## src/rtl/mul_arbiter_if.sv

```systemverilog
// ---------------------------------------------------------------------------
// mul_arbiter_if
// Requester-side bus of the shared-multiplier arbiter: per-requester operation
// requests with operands, one-hot grants, and per-requester result buffers.
//   req_valid[N]    requester -> arbiter : operation request
//   req_ready[N]    arbiter -> requester : one-hot grant
//   req_x/req_y     requester -> arbiter : 4-bit operands, lane i at [4i+3:4i]
//   rsp_valid[N]    arbiter -> requester : result available
//   rsp_ready[N]    requester -> arbiter : result accept
//   rsp_data        arbiter -> requester : 8-bit products, lane i at [8i+7:8i]
// master = requester side, slave = arbiter side.
// ---------------------------------------------------------------------------
interface mul_arbiter_if #(
    parameter int N = 4
);
    logic [N-1:0]   req_valid;
    logic [N-1:0]   req_ready;
    logic [4*N-1:0] req_x;
    logic [4*N-1:0] req_y;
    logic [N-1:0]   rsp_valid;
    logic [N-1:0]   rsp_ready;
    logic [8*N-1:0] rsp_data;

    modport master (
        output req_valid, req_x, req_y, rsp_ready,
        input  req_ready, rsp_valid, rsp_data
    );

    modport slave (
        input  req_valid, req_x, req_y, rsp_ready,
        output req_ready, rsp_valid, rsp_data
    );
endinterface

```

## src/rtl/mul_arbiter.sv

```systemverilog
// ---------------------------------------------------------------------------
// mul_arbiter
// Shares one pipelined 4x4 multiplier (latency LAT) among N requesters.
// Round-robin grants issue straight to the multiplier in the grant cycle; a
// tag pipeline tracks which requester owns each result, and results land in
// per-requester buffers that hold until accepted. Each requester has at most
// one operation outstanding.
// Ports:
//   clk, rst            clock, synchronous active-high reset
//   bus (slave)         requester bus (see mul_arbiter_if)
//   mul_i_valid/x/y     issue port to the shared multiplier
//   mul_cout/o_valid    result port from the shared multiplier
//   busy                any tag in flight or any result buffered
//   err                 sticky: result/tag misalignment seen
// ---------------------------------------------------------------------------
module mul_arbiter #(
    parameter int N   = 4,
    parameter int LAT = 3
) (
    input  logic         clk,
    input  logic         rst,
    mul_arbiter_if.slave bus,
    output logic         mul_i_valid,
    output logic [3:0]   mul_x,
    output logic [3:0]   mul_y,
    input  logic [7:0]   mul_cout,
    input  logic         mul_o_valid,
    output logic         busy,
    output logic         err
);
    localparam int IW = $clog2(N);

    typedef struct packed {
        logic          v;
        logic [IW-1:0] id;
    } tag_t;

    tag_t           tag_q [LAT];
    logic [N-1:0]   pend_q;
    logic [N-1:0]   pend_d;
    logic [N-1:0]   rsp_valid_q;
    logic [N-1:0]   rsp_valid_d;
    logic [8*N-1:0] rsp_data_q;
    logic [8*N-1:0] rsp_data_d;
    logic [IW-1:0]  ptr_q;
    logic [IW-1:0]  ptr_d;
    logic           err_q;
    logic           err_d;

    logic [N-1:0]   elig_s;
    logic [N-1:0]   grant_s;
    logic [N-1:0]   rsp_hs_s;
    logic [IW-1:0]  gnt_id_s;
    logic           wb_s;
    logic           tag_any_s;
    tag_t           tail_s;

    // Round-robin pick: first eligible requester scanning upward from ptr_q.
    // Reset masks eligibility so no handshake can happen while rst is high.
    always_comb begin
        logic [IW-1:0] idx;
        logic          found;
        logic          hit;
        elig_s   = bus.req_valid & ~pend_q & {N{~rst}};
        grant_s  = '0;
        gnt_id_s = '0;
        idx      = '0;
        found    = 1'b0;
        hit      = 1'b0;
        for (int k = 0; k < N; k++) begin
            idx          = ptr_q + IW'(k);
            hit          = elig_s[idx] & ~found;
            grant_s[idx] = hit;
            gnt_id_s     = hit ? idx : gnt_id_s;
            found        = found | hit;
        end
    end

    assign bus.req_ready = grant_s;
    assign mul_i_valid   = |grant_s;
    assign mul_x         = mul_i_valid ? bus.req_x[4*gnt_id_s +: 4] : 4'd0;
    assign mul_y         = mul_i_valid ? bus.req_y[4*gnt_id_s +: 4] : 4'd0;

    // The oldest tag lines up with the multiplier's output in the same cycle.
    assign tail_s   = tag_q[LAT-1];
    assign rsp_hs_s = rsp_valid_q & bus.rsp_ready;
    assign wb_s     = mul_o_valid & tail_s.v;

    // Next-state for pending flags, result buffers, pointer and error flag.
    always_comb begin
        pend_d      = (pend_q | grant_s) & ~rsp_hs_s;
        rsp_valid_d = rsp_valid_q & ~rsp_hs_s;
        rsp_data_d  = rsp_data_q;
        // A lane being written back has its pend set, so it cannot be in a
        // response handshake this cycle; the two updates never collide.
        if (wb_s) begin
            rsp_valid_d[tail_s.id]       = 1'b1;
            rsp_data_d[8*tail_s.id +: 8] = mul_cout;
        end else begin
        end
        if (mul_i_valid) begin
            ptr_d = gnt_id_s + IW'(1);
        end else begin
            ptr_d = ptr_q;
        end
        // Either a result with no owner or an owner with no result.
        err_d = err_q | (mul_o_valid ^ tail_s.v);
    end

    // Any valid tag still in the pipeline.
    always_comb begin
        tag_any_s = 1'b0;
        for (int k = 0; k < LAT; k++) begin
            tag_any_s = tag_any_s | tag_q[k].v;
        end
    end

    assign busy          = tag_any_s | (|rsp_valid_q);
    assign err           = err_q;
    assign bus.rsp_valid = rsp_valid_q;
    assign bus.rsp_data  = rsp_data_q;

    // State registers; reset discards in-flight tags and buffered results.
    always_ff @(posedge clk) begin
        if (rst) begin
            for (int k = 0; k < LAT; k++) begin
                tag_q[k] <= '0;
            end
            pend_q      <= '0;
            rsp_valid_q <= '0;
            rsp_data_q  <= '0;
            ptr_q       <= '0;
            err_q       <= 1'b0;
        end else begin
            tag_q[0] <= '{v: mul_i_valid, id: gnt_id_s};
            for (int k = 1; k < LAT; k++) begin
                tag_q[k] <= tag_q[k-1];
            end
            pend_q      <= pend_d;
            rsp_valid_q <= rsp_valid_d;
            rsp_data_q  <= rsp_data_d;
            ptr_q       <= ptr_d;
            err_q       <= err_d;
        end
    end
endmodule
```

## src/flat_wrapper.sv

```systemverilog
// flat-port wrapper written by rule: the top's interface ports become plain ports
module mul_arbiter_flat 
#(
    parameter int N   = 4,
    parameter int LAT = 3
)
  (clk, rst, mul_i_valid, mul_x, mul_y, mul_cout, mul_o_valid, busy, err, bus_req_valid, bus_req_x, bus_req_y, bus_rsp_ready, bus_req_ready, bus_rsp_valid, bus_rsp_data);
  mul_arbiter_if #(.N(N)) bus_i ();
  input  logic clk;
  input  logic rst;
  output logic mul_i_valid;
  output logic [3:0] mul_x;
  output logic [3:0] mul_y;
  input  logic [7:0] mul_cout;
  input  logic mul_o_valid;
  output logic busy;
  output logic err;
  input wire logic [$bits(bus_i.req_valid)-1:0] bus_req_valid;
  input wire logic [$bits(bus_i.req_x)-1:0] bus_req_x;
  input wire logic [$bits(bus_i.req_y)-1:0] bus_req_y;
  input wire logic [$bits(bus_i.rsp_ready)-1:0] bus_rsp_ready;
  output wire logic [$bits(bus_i.req_ready)-1:0] bus_req_ready;
  output wire logic [$bits(bus_i.rsp_valid)-1:0] bus_rsp_valid;
  output wire logic [$bits(bus_i.rsp_data)-1:0] bus_rsp_data;
  assign bus_i.req_valid = bus_req_valid;
  assign bus_i.req_x = bus_req_x;
  assign bus_i.req_y = bus_req_y;
  assign bus_i.rsp_ready = bus_rsp_ready;
  assign bus_req_ready = bus_i.req_ready;
  assign bus_rsp_valid = bus_i.rsp_valid;
  assign bus_rsp_data = bus_i.rsp_data;
  mul_arbiter #(.N(N), .LAT(LAT)) u_core (.clk(clk), .rst(rst), .bus(bus_i), .mul_i_valid(mul_i_valid), .mul_x(mul_x), .mul_y(mul_y), .mul_cout(mul_cout), .mul_o_valid(mul_o_valid), .busy(busy), .err(err));
endmodule
```

## config.mk

```make
export PLATFORM = sky130hd
export DESIGN_NAME = mul_arbiter_flat
export DESIGN_NICKNAME = d
export VERILOG_FILES = /design/src/rtl/mul_arbiter_if.sv /design/src/rtl/mul_arbiter.sv /design/src/flat_wrapper.sv
export SDC_FILE = /design/constraint.sdc
export NUM_CORES = 1
export LEC_CHECK = 0
export BUFFER_PORTS_ARGS = -buffer_cell sky130_fd_sc_hd__buf_2
export CORE_UTILIZATION = 40
export CTS_BUF_LIST = sky130_fd_sc_hd__clkbuf_2
export DETAILED_ROUTE_END_ITERATION = 7
export PLACE_DENSITY = 0.76
export SETUP_SLACK_MARGIN = 0.5
export SYNTH_ARGS = -nofsm -noshare
export SYNTH_HDL_FRONTEND = slang
export SYNTH_SLANG_ARGS = --single-unit
```

## constraint.sdc

```tcl
create_clock -name clk -period 5.4 [get_ports clk]
set_input_delay 0.54 -clock clk [delete_from_list [all_inputs] [get_ports clk]]
set_output_delay 0.54 -clock clk [all_outputs]
set_load 0.02 [all_outputs]
```

==> metrics.md <==
| Metric | Value |
|---|---|
| Status | completed |
| Num rows | 30 |
| Yosys cell types | ~50 |
| Via count | about 2800 |
| DRC Markers | 0 |
| Commonest non-fill, non-tap cell in the layout | buf_2 |
| Fraction of layout cells with a size suffix above 1 | about a third |
| Main combinational cell family by area after synthesis | compound AO/OA/AOI/OAI gates |
| Post-route ant nets | 0 |
| Data required, critical path | between 4 and 5 ns |
| FMAX | between 200 and 250 MHz |
| Final Hold Violating Endpoints | 0 |
| First-pass GRT wire length | approximately 12 mm |
| P_leak | around 0.0016 uW |
| Crit-path slowest cell | nor4_4 |
| Worst path arrival time | 3.96 ns |
| Final setup fails | 0 |
| Setup_tns | 0 ns |
| Mux contribution to synthesized area | about 4.3% |
| PD cells | 363 nW/um2 |
| Die Y | 86.4 um |
| Hold_ws | 0.270 ns |
| Synth Area in Adders | approximately 7.5% |
| RSZ-0062 raised after global routing | false |
| Vias in the first global route | approximately 2500 |
| Sequential share of the synthesized area | a little over a third |
| Primary FF master, synth | dfxtp_1 |
| IO Count | a little over 100 |
| Vias per cell | roughly 5.5 |
| Initial antenna violation count | 0 |
| TritonCTS clock tree | yes |
| Critical path type | flop to output pin |
| Detailed Route Iter0 Violations | ~190 |
| Post-Syn Instances | between 300 and 400 |
| Pin slew with the least headroom to its limit | around 1.3 ns |
| Final setup margin | between 0.8 and 0.9 ns |
| Fill count | approximately 670 |
| Largest net degree at the start of global routing | 55 |
| HPWL Detailed | about 5.7 mm |
| Post-CTS setup buffers | 0 |
| CP peak stage delay | approximately 0.80 ns |
| Initial cell density of the core | a little over two fifths |
| Fin crit share | between 80% and 90% |
| CP endpoint kind | output pin |
| Pre-CTS setup slack | between 1 and 1.5 ns |
| Final worst path period need | 4.50 ns |
| Xor/xnor share of the synthesized area | 0.308% |
| Post-Syn Nets | about 380 |
| GRT Total Usage | 19.9% |
| Die Area | around 7500 um2 |
| Fin cells | 505 |
| Gr ovfl total | 0 |
| Post-Syn Area | ~2800 um2 |
| I/O Buffers | between 100 and 150 |
| Clk Tree Root Cell | clkbuf_2 |
| Tot Pwr | between 1000 and 1500 uW |
| #FFs+latches synth | 52 |
| Die width | about 86 um |
| Area growth syn-to-layout | 22.4% |
| Pre-Repair DR Iteration Count | 7 |
| Cells after DPL | slightly below 500 |
| Worst hold path type | primary input to flop |
| Slew HR | roughly 15% |
| Number of flops mapped to enable cells by yosys | 0 |
| Clock latency at the later pin of the worst-skew pair | approximately 0.44 ns |
| Clk pin slew, worst setup/hold paths | around 0.23 ns |
| Post-synthesis compound-gate area fraction | between 20 and 30% |
| Core footprint | 6830 um2 |
| Max Cap Viol | 0 |
| Skew final | ~0.037 ns |
| Wire length per cell | around 15 um |
| H-Tree Level Count | 2 |
| Routed WL | about 7.7 mm |
| CTS max path bufs | 2 |
| Yosys warnings | 0 |
| Antenna diodes | 0 |
| Final #Nets | between 400 and 500 |
| CP Launch Type | flop |
| Placer Congestion | 0.912 |
| Mean Syn Cell Area | a little over 9 um2 |
| Worst-path maximum fanout | 24 |
| Worst vdd ir | between 0.00015 and 0.0002 V |
| Num CTS Buffers | 5 |
| Pins Over Slew Limit | 0 |
| Sink Count | 52 |
| Commonest non-fill, non-tap cells in the layout | buf_2, dfxtp_1, nor2_1 |
| Crit-path cells | inv_2 -> ha_1 -> or4b_1 -> o31ai_1 -> nor4_1 -> nand3_1 -> o311ai_2 -> nor4_4 -> a211oi_2 -> buf_2 |
| Simple-gate share of the synthesized area | between 20% and 30% |
| Fraction of registers with async set/reset | 0% |
cells by family after synthesis:
family	count (synthesis)
adder cells (fa/ha/maj)	17
AND/OR/NAND/NOR	115
flip-flops	52
AO/OA/AOI/OAI	90
buffers and inverters	22
XOR/XNOR	1
multiplexers	11
stage by stage:
step | instance area (um2) | utilization [%]
4_1_cts | 3480 | 51.0
3_5_place_dp | 3440 | 50.3
5_1_grt | 3480 | 51.0
2_1_floorplan | 2850 | -
3_3_place_gp | 3440 | 50.3
6_report | 3480 | 51.0
cell usage after synthesis, drive strengths merged, types with 8 or more instances:
cell / count / area share (%)
and2: 9 / 2.1
nand2: 13 / 1.7
a22oi: 32 / 8.4
nand2b: 9 / 2.0
a21oi: 9 / 1.6
ha: 17 / 7.5
nor2: 42 / 5.9
dfxtp: 52 / 37
nor2b: 15 / 3.3
buf: 8 / 1.8
nand3: 8 / 1.4
inv: 9 / 1.2
mux2i: 10 / 3.5
a211oi: 21 / 6.9
per-layer routing:
| layer | vias to the layer above | share of wire, % | GRT usage [%] |
|---|---|---|---|
| li1 | 1349 | - | - |
| met4 | 0 | 2.2 | 7.73 |
| met5 | - | 0 | 0 |
| met2 | 100 | 48 | 31.0 |
| met3 | 16 | 6.1 | 3.33 |
| met1 | 1299 | 44 | 27.4 |
area by class of cell:
cell class | count | area (um2) | area share (%)
well taps | 96 | 120 | 3.45
repair buffers | 106 | 543 | 15.6
inverters | 9 | 33.8 | 0.969
clock buffers | 5 | 25.0 | 0.718
clock inverters | 3 | 18.8 | 0.539
multi-input cells | 234 | 1700 | 48.8
flip-flops and latches | 52 | 1040 | 29.9
report_power, final:
part,switching [uW],leakage [uW],internal (uW)
combinational,410,0.00111,250
sequential,39.5,0.000422,417
clock,119,0.0000327,31.4
total,568,0.00156,699
state kept, by name, summed over array words and instances (netlist names):
register              flops
u_core.tag_q              9
u_core.bus.rsp_valid      4
u_core.pend_q             4
u_core.err                1
u_core.bus.rsp_data      32
u_core.ptr_q              2
worst max-delay path, delay by kind of cell, from the launching register on:
family                   cells  cell delay, ns
AND/OR/NAND/NOR              4            1.67
flip-flops                   1            0.65
adder cells (fa/ha/maj)      1            0.45
buffers and inverters        2            0.40
AO/OA/AOI/OAI                3            0.35
path summary, 6_finish.rpt:
check | startpoint | end | slack, ns | cells past startpoint
worst min register to register | u_core.tag_q[0][0] | u_core.tag_q[0][3] | 0.46 | 1
worst max register to register | u_core.ptr_q[0] | u_core.ptr_q[0] | 1.64 | 10
worst min-delay path | bus_rsp_ready[0] | u_core.pend_q[0] | 0.27 | 2
worst max-delay path | u_core.ptr_q[0] | mul_y[0] | 0.90 | 10
timing repair:
item                                    in CTS  in global routing
resized for setup                            0                  1
hold buffers                                 0                  0
endpoints found under the setup margin       0                  9
(Power assumes the default switching activity.)
